**config.mk**
```make
export PLATFORM = sky130hd
export DESIGN_NAME = hazard_stall_ctrl
export DESIGN_NICKNAME = d
export VERILOG_FILES = /design/src/rtl/hazard_pkg.sv /design/src/rtl/hazard_stall_ctrl_fwd_sel.sv /design/src/rtl/hazard_stall_ctrl.sv
export SDC_FILE = /design/constraint.sdc
export NUM_CORES = 1
export LEC_CHECK = 0
export CAP_MARGIN = 20
export CORE_MARGIN = 3
export CORE_UTILIZATION = 32
export DETAILED_ROUTE_END_ITERATION = 12
export PLACE_DENSITY_LB_ADDON = 0.15
export SYNTH_ARGS = -nofsm -noshare
export SYNTH_HDL_FRONTEND = slang
export SYNTH_SLANG_ARGS = --single-unit
```
**constraint.sdc**
```tcl
create_clock -name i_clk -period 2.53 [get_ports i_clk]
set_clock_uncertainty 0.15 [all_clocks]
set_input_delay 0.506 -clock i_clk [delete_from_list [all_inputs] [get_ports i_clk]]
set_output_delay 0.506 -clock i_clk [all_outputs]
set_load 0.05 [all_outputs]
```
**src/rtl/hazard_pkg.sv**
```systemverilog
// Shared types and opcode constants for the RV32 hazard/forwarding controller.
package hazard_pkg;

  typedef enum logic [1:0] {
    FWD_IDEX = 2'b00,
    FWD_MEM  = 2'b01,
    FWD_WB   = 2'b10
  } fwd_sel_e;

  typedef enum logic [1:0] {
    RUN      = 2'd0,
    LU_HOLD  = 2'd1,
    MEM_WAIT = 2'd2
  } hz_state_e;

  localparam logic [6:0] OP_R      = 7'b0110011;
  localparam logic [6:0] OP_I      = 7'b0010011;
  localparam logic [6:0] OP_LOAD   = 7'b0000011;
  localparam logic [6:0] OP_STORE  = 7'b0100011;
  localparam logic [6:0] OP_BRANCH = 7'b1100011;
  localparam logic [6:0] OP_JALR   = 7'b1100111;

  // Returns {rs2_used, rs1_used}; LUI/AUIPC/JAL and unknown opcodes read no sources.
  function automatic logic [1:0] rs_used(input logic [31:0] instr);
    case (instr[6:0])
      OP_R, OP_STORE, OP_BRANCH: rs_used = 2'b11;
      OP_I, OP_LOAD, OP_JALR:    rs_used = 2'b01;
      default:                   rs_used = 2'b00;
    endcase
  endfunction

endpackage

```
**src/rtl/hazard_stall_ctrl_fwd_sel.sv**
```systemverilog
// EX-stage operand forward select: pure comparator, zero latency, no flow control.
// MEM result wins over WB; loads sitting in MEM are never forwarded from MEM.
module fwd_sel
  import hazard_pkg::*;
#(
  parameter int ADDR_W = 5
) (
  input  logic [ADDR_W-1:0] rs_ex,
  input  logic              rd_wren_mem,
  input  logic [ADDR_W-1:0] rd_mem,
  input  logic              mem_ren_mem,
  input  logic              rd_wren_wb,
  input  logic [ADDR_W-1:0] rd_wb,
  output fwd_sel_e          sel
);

  always_comb begin
    sel = FWD_IDEX;
    if (rd_wren_mem && (rd_mem != '0) && (rd_mem == rs_ex) && !mem_ren_mem) begin
      sel = FWD_MEM;
    end else if (rd_wren_wb && (rd_wb != '0) && (rd_wb == rs_ex)) begin
      sel = FWD_WB;
    end
  end

endmodule

```
**src/rtl/hazard_stall_ctrl.sv**
```systemverilog
// Pipeline hazard controller: combinational stall/flush/forward, registered FSM for load-use and dmem freeze.
// A dmem wait freezes everything and defers flushes; optional perf counters under HAZARD_PERF_CNT_EN.
module hazard_stall_ctrl
  import hazard_pkg::*;
#(
  parameter int ADDR_W          = 5,
  parameter int LU_STALL_CYCLES = 1,
  parameter int MAX_WAIT        = 64,
  parameter int CNT_W           = $clog2(MAX_WAIT + 1)
) (
  input  logic              i_clk,
  input  logic              i_rst_n,
  input  logic [31:0]       i_instr_id,
  input  logic [ADDR_W-1:0] i_rs1_addr_id,
  input  logic [ADDR_W-1:0] i_rs2_addr_id,
  input  logic              i_mem_ren_ex,
  input  logic [ADDR_W-1:0] i_rd_addr_ex,
  input  logic [ADDR_W-1:0] i_rs1_addr_ex,
  input  logic [ADDR_W-1:0] i_rs2_addr_ex,
  input  logic              i_rd_wren_mem,
  input  logic [ADDR_W-1:0] i_rd_addr_mem,
  input  logic              i_mem_ren_mem,
  input  logic              i_mem_req_mem,
  input  logic              i_dmem_ack,
  input  logic              i_rd_wren_wb,
  input  logic [ADDR_W-1:0] i_rd_addr_wb,
  input  logic              i_branch_taken,
  output logic              o_stall_pc,
  output logic              o_stall_if_id,
  output logic              o_stall_id_ex,
  output logic              o_stall_ex_mem,
  output logic              o_flush_if_id,
  output logic              o_flush_id_ex,
  output logic              o_flush_mem_wb,
  output logic [1:0]        o_forward_a,
  output logic [1:0]        o_forward_b,
  output logic              o_mem_timeout,
  output logic [31:0]       o_stall_cnt,
  output logic [31:0]       o_flush_cnt
);

  localparam logic [2:0]       LU_RELOAD = 3'(LU_STALL_CYCLES - 1);
  localparam logic [CNT_W-1:0] WAIT_MAX  = CNT_W'(MAX_WAIT);
  localparam logic [CNT_W-1:0] WAIT_LAST = CNT_W'(MAX_WAIT - 1);

  hz_state_e        state_q;
  hz_state_e        ret_state_q;
  hz_state_e        eff_state;
  logic [2:0]       lu_cnt_q;
  logic [CNT_W-1:0] wait_cnt_q;
  logic             timeout_q;
  logic             mem_wait;
  logic             lu_hit;
  logic [1:0]       used;
  fwd_sel_e         fwd_a;
  fwd_sel_e         fwd_b;

  assign used     = rs_used(i_instr_id);
  assign mem_wait = i_mem_req_mem && !i_dmem_ack;
  assign lu_hit   = i_mem_ren_ex && (i_rd_addr_ex != '0) &&
                    ((used[0] && (i_rs1_addr_id == i_rd_addr_ex)) ||
                     (used[1] && (i_rs2_addr_id == i_rd_addr_ex)));

  // On the release cycle of a freeze, behave as the state that was frozen.
  assign eff_state = (state_q == MEM_WAIT) ? ret_state_q : state_q;

  fwd_sel #(.ADDR_W(ADDR_W)) u_fwd_a (
    .rs_ex       (i_rs1_addr_ex),
    .rd_wren_mem (i_rd_wren_mem),
    .rd_mem      (i_rd_addr_mem),
    .mem_ren_mem (i_mem_ren_mem),
    .rd_wren_wb  (i_rd_wren_wb),
    .rd_wb       (i_rd_addr_wb),
    .sel         (fwd_a)
  );

  fwd_sel #(.ADDR_W(ADDR_W)) u_fwd_b (
    .rs_ex       (i_rs2_addr_ex),
    .rd_wren_mem (i_rd_wren_mem),
    .rd_mem      (i_rd_addr_mem),
    .mem_ren_mem (i_mem_ren_mem),
    .rd_wren_wb  (i_rd_wren_wb),
    .rd_wb       (i_rd_addr_wb),
    .sel         (fwd_b)
  );

  assign o_forward_a   = i_rst_n ? fwd_a : FWD_IDEX;
  assign o_forward_b   = i_rst_n ? fwd_b : FWD_IDEX;
  assign o_mem_timeout = i_rst_n && (timeout_q || (mem_wait && (wait_cnt_q == WAIT_LAST)));

  always_comb begin
    o_stall_pc     = 1'b0;
    o_stall_if_id  = 1'b0;
    o_stall_id_ex  = 1'b0;
    o_stall_ex_mem = 1'b0;
    o_flush_if_id  = 1'b0;
    o_flush_id_ex  = 1'b0;
    o_flush_mem_wb = 1'b0;
    if (i_rst_n) begin
      if (mem_wait) begin
        o_stall_pc     = 1'b1;
        o_stall_if_id  = 1'b1;
        o_stall_id_ex  = 1'b1;
        o_stall_ex_mem = 1'b1;
        o_flush_mem_wb = 1'b1;
      end else if (i_branch_taken) begin
        // Wrong-path instructions are discarded, so any load-use stall is moot.
        o_flush_if_id = 1'b1;
        o_flush_id_ex = 1'b1;
      end else if ((eff_state == LU_HOLD) || ((eff_state == RUN) && lu_hit)) begin
        o_stall_pc    = 1'b1;
        o_stall_if_id = 1'b1;
        o_flush_id_ex = 1'b1;
      end
    end
  end

  always_ff @(posedge i_clk or negedge i_rst_n) begin
    if (!i_rst_n) begin
      state_q     <= RUN;
      ret_state_q <= RUN;
      lu_cnt_q    <= '0;
      wait_cnt_q  <= '0;
      timeout_q   <= 1'b0;
    end else if (mem_wait) begin
      if (state_q != MEM_WAIT) begin
        ret_state_q <= state_q;
      end
      state_q <= MEM_WAIT;
      if (wait_cnt_q != WAIT_MAX) begin
        wait_cnt_q <= wait_cnt_q + 1'b1;
      end
      if (wait_cnt_q >= WAIT_LAST) begin
        timeout_q <= 1'b1;
      end
    end else begin
      wait_cnt_q <= '0;
      if (i_branch_taken) begin
        state_q  <= RUN;
        lu_cnt_q <= '0;
      end else begin
        case (eff_state)
          LU_HOLD: begin
            if (lu_cnt_q <= 3'd1) begin
              state_q  <= RUN;
              lu_cnt_q <= '0;
            end else begin
              state_q  <= LU_HOLD;
              lu_cnt_q <= lu_cnt_q - 1'b1;
            end
          end
          default: begin
            if (lu_hit && (LU_STALL_CYCLES > 1)) begin
              state_q  <= LU_HOLD;
              lu_cnt_q <= LU_RELOAD;
            end else begin
              state_q <= RUN;
            end
          end
        endcase
      end
    end
  end

`ifdef HAZARD_PERF_CNT_EN
  logic [31:0] stall_cnt_q;
  logic [31:0] flush_cnt_q;

  always_ff @(posedge i_clk or negedge i_rst_n) begin
    if (!i_rst_n) begin
      stall_cnt_q <= '0;
      flush_cnt_q <= '0;
    end else begin
      if (o_stall_pc) stall_cnt_q <= stall_cnt_q + 32'd1;
      if (o_flush_if_id) flush_cnt_q <= flush_cnt_q + 32'd1;
    end
  end

  assign o_stall_cnt = stall_cnt_q;
  assign o_flush_cnt = flush_cnt_q;
`else
  assign o_stall_cnt = '0;
  assign o_flush_cnt = '0;
`endif

endmodule

```
==> flow_metrics.py <==
metrics = {
    "floorplan": {
        "fp.dieW_um": 80.1,
        "num_rows": 26,
        "io_pins": 152,
        "fp.dieH_um": 80.1,
        "die_area_mm2": 0.00641,
        "start_util": 0.337,
        "coreArea_mm2": 0.00520,
    },
    "route": {
        "via_per_inst": 4.10,
        "vias": 1525,
        "routed_wl_um": 4420,
        "first_pass_iters": 3,
        "postRouteAntennaNets": 0,
        "wire_per_inst_um": 11.9,
        "drtIter0Drc": 30,
        "drc": 0,
    },
    "run": {
        "drv_cap": 0,
    },
    "power": {
        "p_int_uw": 508,
        "pwr-share-clk": 0.217,
        "swShare": 0.456,
        "p_leak_uw": 0.00134,
        "powerDensity_mw_per_mm2": 337,
        "power_frac_seq": 0.263,
        "combPwrFrac": 0.521,
        "peakVddDrop_mv": 0.271,
        "power.total_uw": 934,
        "switchingPower_uw": 426,
    },
    "cts": {
        "htree_levels": 1,
        "path_clk_slew_ns": 0.06,
        "numCtsBuffers": 3,
        "clockBufferDepth": 2,
        "root_buffer": "clkbuf_8",
        "clock-sinks": 15,
        "cts_tree": "built",
        "clock_latency_ns": 0.26,
    },
    "setup_path": {
        "crit_type": "in2out",
        "crit_fanout": 2,
        "cp.required_ns": 1.87,
        "worst_ep_arrival_time_ns": 2.02,
        "start_kind": "input port",
        "r2r_slack_ns": 0.96,
        "rr_startpoint": "ret_state_q[1]",
        "cp-startpoint": "i_rd_addr_ex[4]",
        "rr_endpoint": "lu_cnt_q[1]",
        "end_kind": "output pin",
        "rr_worst_depth": 5,
    },
    "sta": {
        "fin_crit_sh": 1.06,
        "hold_viol_final": 0,
        "tns_ns": -0.391,
        "finalWorstSetupSlack_ns": -0.144,
        "setup_viol": 4,
        "clock.fmax_mhz": 374,
        "grt_setup_unrepaired": "yes",
        "timing.final.crit_period_ns": 2.67,
        "finalMaxSlewViolations": 0,
    },
    "yosys": {
        "yosys.cell_types.count": 36,
        "ys.flop_type": "dfrtp_1",
        "synth-seq-cells": 15,
        "synth_warnings": 0,
        "synth_edf_count": 0,
        "synthCells": 211,
        "synth_area_mm2": 0.00176,
        "yosysSeqAreaShare": 0.214,
        "synth.avg_cell_area_um2": 8.32,
        "async_reset_ff_frac": 1.00,
    },
    "layout": {
        "mostFrequentLayoutCells": "64 x conb_1, 24 x buf_4, 19 x xor2_1",
        "antenna_cells": 0,
        "fill_cells": 522,
        "drive_gt1_frac": 0.321,
        "syn_to_final_growth_pct": 58.2,
        "fin_nets": 383,
        "mostFrequentLayoutCell": "conb_1",
    },
    "status": {
        "violations": "setup timing",
        "outcome": "finished with violations",
    },
    "global_route": {
        "antenna_found_initial": 0,
        "grt_pass1_vias": 1415,
        "grt.total_usage": 0.133,
        "gr-total-overflow": 0,
        "grt_start_max_net_pins": 23,
        "grt_pass1_wl_um": 6640,
    },
    "place": {
        "dp_hpwl_um": 3560,
        "place_congestion": 0.787,
        "io_buffer_count": 62,
    },
    "worst_hold_path": {
        "min_path_type": "in2async",
    },
}
-- metrics by stage --
| stage | hold slack (ns) | util | std cells | area (um^2) | setup slack, ns |
|---|---|---|---|---|---|
| 2_1_floorplan | 0.0604 | - | 274 | 2030 | -0.108 |
| 3_3_place_gp | 0.302 | 0.487 | 362 | 2530 | -0.509 |
| 3_5_place_dp | 0.309 | 0.487 | 362 | 2530 | -0.510 |
| 4_1_cts | 0.297 | 0.533 | 373 | 2770 | -0.239 |
| 5_1_grt | 0.273 | 0.533 | 372 | 2780 | -0.214 |
| 6_report | 0.242 | 0.533 | 372 | 2780 | -0.144 |
-- registers in the layout (all words and copies together), names as in the netlist --
signal,cells
lu_cnt_q,3
ret_state_q,2
state_q,2
timeout_q,1
wait_cnt_q,7
-- cell type report --
cell class / count / area (um^2) / area share
clock buffers: 4 / 45.0 / 0.0162
flip-flops and latches: 15 / 375 / 0.135
inverters: 8 / 30.0 / 0.0108
well taps: 70 / 87.6 / 0.0315
repair buffers: 92 / 938 / 0.338
multi-input cells: 183 / 1300 / 0.468
-- cells in the mapped netlist, drive strengths merged, types with 2 or more instances --
cell    number  area, um^2
buf         67         503
xor2        20         175
dfrtp       15         375
xnor2       14         123
o21ai       12        60.1
nor2        11        41.3
a21oi        8        40.0
inv          8        30.0
nand2        6        22.5
nand3        6        30.0
nor4         5        31.3
or4          5        41.3
ha           4        50.1
nand2b       4        25.0
and2         3        18.8
o211ai       3        27.5
nand3b       2        15.0
nor4b        2        17.5
o21a         2        15.0
or3          2        12.5
-- power by group through the flow --
stage / clock [uW] / combinational [uW] / sequential [uW]
detailed placement: 0 / 461 / 250
CTS: 211 / 486 / 246
floorplan: 0 / 376 / 249
finish: 202 / 486 / 246
global route: 219 / 513 / 246
global placement: 0 / 460 / 250
-- metal layers --
layer | vias up | wire length (um) | global-route usage | share of wire
li1 | 759 | - | - | -
met1 | 703 | 1730 | 0.160 | 0.39
met2 | 58 | 2400 | 0.246 | 0.54
met3 | 5 | 234 | 0.0123 | 0.053
met4 | 0 | 53 | 0.0405 | 0.012
met5 | - | 0 | 0 | 0
-- cell families (layout without fill, tap and decap cells) --
group	Yosys count	after routing	synth area share
xor+xnor	34	34	0.170
simple gates	51	51	0.171
mux	1	1	0.00570
compound gates	29	29	0.103
other cells	1	64	0.00214
fa+ha+maj	4	4	0.0285
flops	15	15	0.214
buf+inv	76	104	0.306
-- timing repair --
action,CTS,global route
hold endpoints to repair,0,0
pin swaps,24,14
hold buffers,0,0
buffers inserted,8,0
gates resized for setup,124,15
endpoints found under the setup margin,8,8
-- critical path: stages --
cell	delay (ns)
buf_6	0.09
or4_4	0.53
o211ai_2	0.19
nor4b_2	0.07
o21a_1	0.11
a311o_2	0.36
buf_12	0.16
-- worst max-delay path by stage --
stage                     slack (ns)  cells past startpoint       endpoint
after detailed placement       -0.51                      7     o_stall_pc
after global placement         -0.51                      7     o_stall_pc
after CTS                      -0.24                      7     o_stall_pc
after global routing           -0.21                      7  o_stall_if_id
after floorplan                -0.11                      6     o_stall_pc
final                          -0.14                      7     o_stall_pc
Power figures use the tool's default switching activity.
